===== src/rtl/map_pkg.sv =====
// Shared types and constants for the wall-map port arbiter.
package map_pkg;

  localparam int COORD_W           = 6;
  localparam int MAP_W             = 64;
  localparam int MAP_H             = 44;
  localparam int STATUS_BAR_HEIGHT = 4;

  typedef logic [COORD_W-1:0]   coord_t;
  typedef logic [2*COORD_W-1:0] map_addr_t;

  typedef enum logic [1:0] {
    IDLE,
    ISSUE,
    CAPTURE
  } arb_state_t;

endpackage


===== src/rtl/map_port_arbiter_if.sv =====
// Bus bundle for map_port_arbiter: renderer, client handshake and RAM port.
// Stats outputs exist only when MAP_ARB_STATS_EN is defined.
interface map_port_arbiter_if #(
  parameter int N_CLIENTS = 3,
  parameter int COORD_W   = 6
);
  logic                         i_vga_busy;
  logic [COORD_W-1:0]           i_vga_x;
  logic [COORD_W-1:0]           i_vga_y;
  logic                         o_vga_is_wall;
  logic [N_CLIENTS-1:0]         i_req;
  logic [N_CLIENTS-1:0]         i_we;
  logic [N_CLIENTS*COORD_W-1:0] i_x;
  logic [N_CLIENTS*COORD_W-1:0] i_y;
  logic [N_CLIENTS-1:0]         i_wdata;
  logic [N_CLIENTS-1:0]         o_ack;
  logic                         o_rdata;
  logic [2*COORD_W-1:0]         o_mem_addr;
  logic                         o_mem_we;
  logic                         o_mem_wdata;
  logic                         i_mem_rdata;
`ifdef MAP_ARB_STATS_EN
  logic [15:0]                  o_abort_cnt;
  logic [15:0]                  o_max_wait;
`endif

  modport slave (
`ifdef MAP_ARB_STATS_EN
    output o_abort_cnt, output o_max_wait,
`endif
    input  i_vga_busy, i_vga_x, i_vga_y, i_req, i_we, i_x, i_y, i_wdata, i_mem_rdata,
    output o_vga_is_wall, o_ack, o_rdata, o_mem_addr, o_mem_we, o_mem_wdata
  );

  modport master (
`ifdef MAP_ARB_STATS_EN
    input  o_abort_cnt, input o_max_wait,
`endif
    output i_vga_busy, i_vga_x, i_vga_y, i_req, i_we, i_x, i_y, i_wdata, i_mem_rdata,
    input  o_vga_is_wall, o_ack, o_rdata, o_mem_addr, o_mem_we, o_mem_wdata
  );

endinterface


===== src/rtl/rr_arbiter.sv =====
// Combinational N-way round-robin picker: first request at or after i_ptr, wrapping.
module rr_arbiter #(
  parameter int N     = 3,
  parameter int IDX_W = 2
) (
  input  logic [N-1:0]     i_req,
  input  logic [IDX_W-1:0] i_ptr,
  output logic [N-1:0]     o_grant,
  output logic [IDX_W-1:0] o_idx,
  output logic             o_valid
);

  always_comb begin
    int k;
    o_grant = '0;
    o_idx   = '0;
    o_valid = 1'b0;
    k       = 0;
    for (int i = 0; i < N; i++) begin
      k = (int'(i_ptr) + i) % N;
      if (!o_valid && i_req[k]) begin
        o_grant[k] = 1'b1;
        o_idx      = IDX_W'(k);
        o_valid    = 1'b1;
      end
    end
  end

endmodule


===== src/rtl/map_port_arbiter.sv =====
// Shares the wall-map RAM port between the VGA renderer (priority) and N clients.
// Optional MAP_ARB_STATS_EN adds saturating abort and max-wait counters.
module map_port_arbiter
  import map_pkg::*;
#(
  parameter int N_CLIENTS = 3,
  parameter int MAP_W     = map_pkg::MAP_W,
  parameter int MAP_H     = map_pkg::MAP_H,
  parameter int COORD_W   = map_pkg::COORD_W
) (
  input logic               clk,
  input logic               rst,
  map_port_arbiter_if.slave bus
);

  localparam int IDX_W = (N_CLIENTS > 1) ? $clog2(N_CLIENTS) : 1;
  localparam logic [IDX_W-1:0] LAST_IDX = IDX_W'(N_CLIENTS - 1);

  arb_state_t           r_state;
  logic [IDX_W-1:0]     r_ptr;
  logic [IDX_W-1:0]     r_idx;
  logic [COORD_W-1:0]   r_x;
  logic [COORD_W-1:0]   r_y;
  logic                 r_we;
  logic                 r_wdata;
  logic                 r_oor;
  logic [N_CLIENTS-1:0] r_ack;
  logic                 r_rdata;
  logic                 r_vga_is_wall;

  logic [N_CLIENTS-1:0] w_req;
  logic [N_CLIENTS-1:0] w_grant;
  logic [IDX_W-1:0]     w_grant_idx;
  logic                 w_grant_vld;
  logic [COORD_W-1:0]   w_sel_x;
  logic [COORD_W-1:0]   w_sel_y;
  logic                 w_sel_we;
  logic                 w_sel_wdata;
  logic                 w_sel_oor;
  logic                 w_mem_we;

  // A client just acked may still hold req for one cycle; keep it out of the next pick.
  assign w_req = bus.i_req & ~r_ack;

  rr_arbiter #(
    .N     (N_CLIENTS),
    .IDX_W (IDX_W)
  ) u_rr (
    .i_req   (w_req),
    .i_ptr   (r_ptr),
    .o_grant (w_grant),
    .o_idx   (w_grant_idx),
    .o_valid (w_grant_vld)
  );

  always_comb begin
    w_sel_x     = '0;
    w_sel_y     = '0;
    w_sel_we    = 1'b0;
    w_sel_wdata = 1'b0;
    for (int k = 0; k < N_CLIENTS; k++) begin
      if (w_grant[k]) begin
        w_sel_x     = bus.i_x[k*COORD_W +: COORD_W];
        w_sel_y     = bus.i_y[k*COORD_W +: COORD_W];
        w_sel_we    = bus.i_we[k];
        w_sel_wdata = bus.i_wdata[k];
      end
    end
  end

  assign w_sel_oor = (int'(w_sel_y) >= MAP_H) || (int'(w_sel_x) >= MAP_W);

  assign w_mem_we        = (r_state == ISSUE) && !bus.i_vga_busy && r_we && !r_oor;
  assign bus.o_mem_we    = w_mem_we;
  assign bus.o_mem_wdata = w_mem_we & r_wdata;
  assign bus.o_mem_addr  = bus.i_vga_busy ? {bus.i_vga_y, bus.i_vga_x} : {r_y, r_x};

  assign bus.o_ack         = r_ack;
  assign bus.o_rdata       = r_rdata;
  assign bus.o_vga_is_wall = r_vga_is_wall;

  always_ff @(posedge clk or posedge rst) begin
    if (rst) begin
      r_vga_is_wall <= 1'b0;
    end else begin
      r_vga_is_wall <= bus.i_mem_rdata;
    end
  end

  always_ff @(posedge clk or posedge rst) begin
    if (rst) begin
      r_state <= IDLE;
      r_ptr   <= '0;
      r_idx   <= '0;
      r_x     <= '0;
      r_y     <= '0;
      r_we    <= 1'b0;
      r_wdata <= 1'b0;
      r_oor   <= 1'b0;
      r_ack   <= '0;
      r_rdata <= 1'b0;
    end else begin
      r_ack <= '0;
      unique case (r_state)
        IDLE: begin
          if (!bus.i_vga_busy && w_grant_vld) begin
            r_idx   <= w_grant_idx;
            r_x     <= w_sel_x;
            r_y     <= w_sel_y;
            r_we    <= w_sel_we;
            r_wdata <= w_sel_wdata;
            r_oor   <= w_sel_oor;
            r_state <= ISSUE;
          end
        end
        ISSUE: begin
          // Renderer grabbed the port: drop the op silently, client retries later.
          r_state <= bus.i_vga_busy ? IDLE : CAPTURE;
        end
        CAPTURE: begin
          r_rdata <= r_we ? 1'b0 : (r_oor ? 1'b1 : bus.i_mem_rdata);
          r_ack   <= N_CLIENTS'(1) << r_idx;
          r_ptr   <= (r_idx == LAST_IDX) ? '0 : r_idx + 1'b1;
          r_state <= IDLE;
        end
        default: r_state <= IDLE;
      endcase
    end
  end

`ifdef MAP_ARB_STATS_EN
  logic [15:0] r_abort_cnt;
  logic [15:0] r_max_wait;
  logic [15:0] r_wait [N_CLIENTS];

  always_ff @(posedge clk or posedge rst) begin
    if (rst) begin
      r_abort_cnt <= '0;
      r_max_wait  <= '0;
      for (int k = 0; k < N_CLIENTS; k++) r_wait[k] <= '0;
    end else begin
      if ((r_state == ISSUE) && bus.i_vga_busy && (r_abort_cnt != '1)) begin
        r_abort_cnt <= r_abort_cnt + 1'b1;
      end
      for (int k = 0; k < N_CLIENTS; k++) begin
        if (r_ack[k]) begin
          if (r_wait[k] > r_max_wait) r_max_wait <= r_wait[k];
          r_wait[k] <= '0;
        end else if (bus.i_req[k]) begin
          if (r_wait[k] != '1) r_wait[k] <= r_wait[k] + 1'b1;
        end else begin
          r_wait[k] <= '0;
        end
      end
    end
  end

  assign bus.o_abort_cnt = r_abort_cnt;
  assign bus.o_max_wait  = r_max_wait;
`endif

endmodule


===== src/flat_wrapper.sv =====
// flat-port wrapper written by rule: the top's interface ports become plain ports
module map_port_arbiter_flat import map_pkg::*;
#(
  parameter int N_CLIENTS = 3,
  parameter int MAP_W     = map_pkg::MAP_W,
  parameter int MAP_H     = map_pkg::MAP_H,
  parameter int COORD_W   = map_pkg::COORD_W
)
  (clk, rst, bus_i_vga_busy, bus_i_vga_x, bus_i_vga_y, bus_i_req, bus_i_we, bus_i_x, bus_i_y, bus_i_wdata, bus_i_mem_rdata, bus_o_vga_is_wall, bus_o_ack, bus_o_rdata, bus_o_mem_addr, bus_o_mem_we, bus_o_mem_wdata);
  map_port_arbiter_if #(.N_CLIENTS(N_CLIENTS), .COORD_W(COORD_W)) bus_i ();
  input logic clk;
  input logic rst;
  input wire logic [$bits(bus_i.i_vga_busy)-1:0] bus_i_vga_busy;
  input wire logic [$bits(bus_i.i_vga_x)-1:0] bus_i_vga_x;
  input wire logic [$bits(bus_i.i_vga_y)-1:0] bus_i_vga_y;
  input wire logic [$bits(bus_i.i_req)-1:0] bus_i_req;
  input wire logic [$bits(bus_i.i_we)-1:0] bus_i_we;
  input wire logic [$bits(bus_i.i_x)-1:0] bus_i_x;
  input wire logic [$bits(bus_i.i_y)-1:0] bus_i_y;
  input wire logic [$bits(bus_i.i_wdata)-1:0] bus_i_wdata;
  input wire logic [$bits(bus_i.i_mem_rdata)-1:0] bus_i_mem_rdata;
  output wire logic [$bits(bus_i.o_vga_is_wall)-1:0] bus_o_vga_is_wall;
  output wire logic [$bits(bus_i.o_ack)-1:0] bus_o_ack;
  output wire logic [$bits(bus_i.o_rdata)-1:0] bus_o_rdata;
  output wire logic [$bits(bus_i.o_mem_addr)-1:0] bus_o_mem_addr;
  output wire logic [$bits(bus_i.o_mem_we)-1:0] bus_o_mem_we;
  output wire logic [$bits(bus_i.o_mem_wdata)-1:0] bus_o_mem_wdata;
  assign bus_i.i_vga_busy = bus_i_vga_busy;
  assign bus_i.i_vga_x = bus_i_vga_x;
  assign bus_i.i_vga_y = bus_i_vga_y;
  assign bus_i.i_req = bus_i_req;
  assign bus_i.i_we = bus_i_we;
  assign bus_i.i_x = bus_i_x;
  assign bus_i.i_y = bus_i_y;
  assign bus_i.i_wdata = bus_i_wdata;
  assign bus_i.i_mem_rdata = bus_i_mem_rdata;
  assign bus_o_vga_is_wall = bus_i.o_vga_is_wall;
  assign bus_o_ack = bus_i.o_ack;
  assign bus_o_rdata = bus_i.o_rdata;
  assign bus_o_mem_addr = bus_i.o_mem_addr;
  assign bus_o_mem_we = bus_i.o_mem_we;
  assign bus_o_mem_wdata = bus_i.o_mem_wdata;
  map_port_arbiter #(.N_CLIENTS(N_CLIENTS), .MAP_W(MAP_W), .MAP_H(MAP_H), .COORD_W(COORD_W)) u_core (.clk(clk), .rst(rst), .bus(bus_i));
endmodule

===== config.mk =====
export PLATFORM = sky130hd
export DESIGN_NAME = map_port_arbiter_flat
export DESIGN_NICKNAME = d
export VERILOG_FILES = /design/src/rtl/map_pkg.sv /design/src/rtl/map_port_arbiter_if.sv /design/src/rtl/rr_arbiter.sv /design/src/rtl/map_port_arbiter.sv /design/src/flat_wrapper.sv
export SDC_FILE = /design/constraint.sdc
export NUM_CORES = 1
export LEC_CHECK = 0
export CAP_MARGIN = 20
export CORE_MARGIN = 2
export CORE_UTILIZATION = 41
export CTS_CLUSTER_DIAMETER = 120
export CTS_CLUSTER_SIZE = 28
export DETAILED_ROUTE_END_ITERATION = 8
export HOLD_SLACK_MARGIN = 0.02
export PLACE_DENSITY = 0.76
export SLEW_MARGIN = 0
export SYNTH_ARGS = -nofsm -noshare
export SYNTH_HDL_FRONTEND = slang
export SYNTH_SLANG_ARGS = --single-unit

===== constraint.sdc =====
create_clock -name clk -period 3 [get_ports clk]
set_input_delay 0.6 -clock clk [delete_from_list [all_inputs] [get_ports clk]]
set_output_delay 0.6 -clock clk [all_outputs]
set_load 0.02 [all_outputs]

==> flow_summary.toml <==
[finish]
nets = 343
drive_above_1_share_pct = 15.2
area_growth_pct = 60.1
instances_no_fill = 327
diodes = 0

[die]
placementRows = 23
ios = 80
core_area_sq_um = 4000
start_util_pct = 42.5
die-area_sq_um = 4680
die_h_um = 68.4
dieWidth_um = 68.4

[sta]
slew_viol_final = 0
finalSetupViolations = 0
fmax_mhz = 346
min_period_over_period_pct = 96.4
skew_ns = 0.00158
fin_setup_tns_ns = 0
hold_ws_ns = 0.482
period_needed_ns = 2.89
tightestPinTransition_ns = 0.506
max_slew_margin_pct = 66.2
rsz0062_at_grt = "no"
hold_viol_final = 0

[synth]
postSynthAreaPerCell_sq_um = 9.15
ys.flop_type = "dfrtp_1"
synth_edf_count = 0
yosysUniqueCellTypes = 43
ys_async_sr_fraction_pct = 100
yosysTopAreaCell = "dfrtp_1"
yosys_warnings = 0
yosys.area.top_type_share_pct = 38.2
synth_seq_cells = 26
syn_nets = 251
syn_area_sq_um = 1700
synthCells = 186
yosysSeqAreaShare_pct = 38.2
synthTopCellsByArea = "dfrtp_1 38%, mux2_2 7.9%, nand2_1 6.0%, a221oi_1 5.7%, o31ai_1 5.3%"

[critical_path]
worstReg2RegEnd = "u_core.r_x[4]"
critPathLaunchType = "primary input"
cp-startpoint = "bus_i_vga_busy"
crit_type = "in -> out"
crit_fanout = 12
cp-endpoint = "bus_o_mem_addr[4]"
end_kind = "output port"
r2r_start = "u_core.r_ptr[0]"
crit_arrival_ns = 2.29
reg2reg_slack_ns = 0.22
crit_required_ns = 2.40
reg2reg_depth = 10

[clocking]
cts_buffers = 3
htree_levels = 1
cts.sinks = 26
cts_tree = "yes"
cts_root_buffer = "clkbuf_8"
clkSlewWorstSetupHoldPaths_ns = 0.09
cts_setup_buffers = 0
cts_buffer_depth = 2
clk_latency_ns = 0.27

[min_path]
hold_path.class = "reg -> reg"
hp-start = "u_core.r_x[2]"

[pwr]
p_leak_nw = 1.16
ir_drop_mv = 0.524
power_density_nw_per_um2 = 737

[placed_design]
dp.cells = 323
io_buffers = 79
hpwl_um = 4000
place_congestion = 0.904

[global_routing]
grt-ovfl-total = 0
grt_antenna_before_repair = 0
grt_start_max_net_pins = 27
grt_pass1_vias = 1694
grt_usage_pct = 23.1
grt_pass1_wl_um = 8010

[routing]
drt_iter0_drc = 106
routed_wl_um = 4960
dr.pass1.iters = 4
routed-via-count = 1821
route.detailed.wl_per_inst_um = 15.2
viasPerCell = 5.57
drc = 0
ant_nets = 0

[run_status]
outcome = "finished clean"

[job]
cap_violations = 0
-- what timing repair did --
action / in CTS / in global routing
endpoints found under the setup margin: 0 / 2
endpoints found under the hold margin: 0 / 0
resized for setup: 0 / 1
hold buffers: 0 / 0
-- worst min-delay path by stage --
| stage | end | slack (ns) | cells past startpoint |
|---|---|---|---|
| finish | u_core.r_x[2] | 0.48 | 2 |
| floorplan | u_core.r_state[1] | 0.44 | 1 |
| CTS | u_core.r_x[2] | 0.49 | 2 |
| global route | u_core.r_x[2] | 0.52 | 2 |
| global placement | u_core.r_wdata | 0.45 | 2 |
| detailed placement | u_core.r_x[2] | 0.47 | 2 |
-- where the power goes --
part           internal [mW]  switching (mW)
clock network          0.117           0.109
registers              0.477          0.0851
logic                  0.598           0.621
-- logic make-up (layout without fill, tap and decap cells) --
kind of cell / after synthesis / count (layout) / synth area share (%)
and+or+nand+nor: 67 / 67 / 20.3
AOI/OAI and AO/OA: 59 / 59 / 26.5
DFF: 26 / 26 / 38.2
buffers and inverters: 18 / 109 / 4.04
muxes: 12 / 12 / 7.94
adders and majority gates: 4 / 4 / 2.94
-- synth_stat cells (5+ instances only) --
library cell,n
clkbuf_1,8
dfrtp_1,26
nand2b_1,7
nand2_1,27
o21ai_0,8
o31ai_1,12
nor2_1,14
inv_1,8
a221oi_1,11
mux2_2,12
o211ai_1,5
-- stage by stage --
step | power, mW | worst slack, ns | instance area (sq um) | util [%]
3_5_place_dp | 1.79 | -0.124 | 2670 | 66.7
3_3_place_gp | 1.76 | -0.00236 | 2670 | 66.7
5_1_grt | 2.18 | 0.00533 | 2720 | 68.1
2_1_floorplan | 1.27 | 0.280 | 1700 | -
4_1_cts | 2.02 | 0.111 | 2720 | 68.1
6_report | 2.01 | 0.109 | 2720 | 68.1
-- critical path, cell delays in order --
cell,delay [ns]
clkdlybuf4s50_1,0.52
buf_4,0.25
mux2_2,0.36
clkdlybuf4s50_1,0.55
-- metal layers --
metal	wire [um]	part of all wire, %	track usage [%]	vias up
li1	-	-	-	880
met1	2060	41	30.2	868
met2	2550	51	38.6	64
met3	281	5.7	4.11	9
met4	78	1.6	6.75	0
met5	0	0	0	-
-- sequential cells by signal (all words and copies together) (netlist names) --
| name | flops |
|---|---|
| u_core.r_x | 6 |
| u_core.bus.o_vga_is_wall | 1 |
| u_core.r_ptr | 2 |
| u_core.r_y | 6 |
| u_core.r_state | 2 |
| u_core.r_idx | 2 |
| u_core.r_oor | 1 |
| u_core.bus.o_rdata | 1 |
| u_core.r_wdata | 1 |
| u_core.r_we | 1 |
| u_core.bus.o_ack | 3 |
-- cells in the final DEF, fill, tap and decap left out, types with 3 or more instances in the layout --
master	instances
clkdlybuf4s50_1	79
nand2_1	27
dfrtp_1	26
buf_4	17
nor2_1	14
o31ai_1	12
mux2_2	12
a221oi_1	11
inv_1	8
nand2b_1	7
o21ai_0	7
o211ai_1	5
nor3b_1	4
ha_1	4
clkbuf_8	4
a21oi_1	3
a21o_1	3
-- final cells by class --
type                            count  area [sq um]
Tap cell                           50          62.6
Sequential cell                    26           651
Timing Repair Buffer               97           938
Multi-Input combinational cell    142           987
Inverter                            8          30.0
Fill cell                         354          1280
Clock buffer                        4          55.1
(Power assumes the default switching activity.)
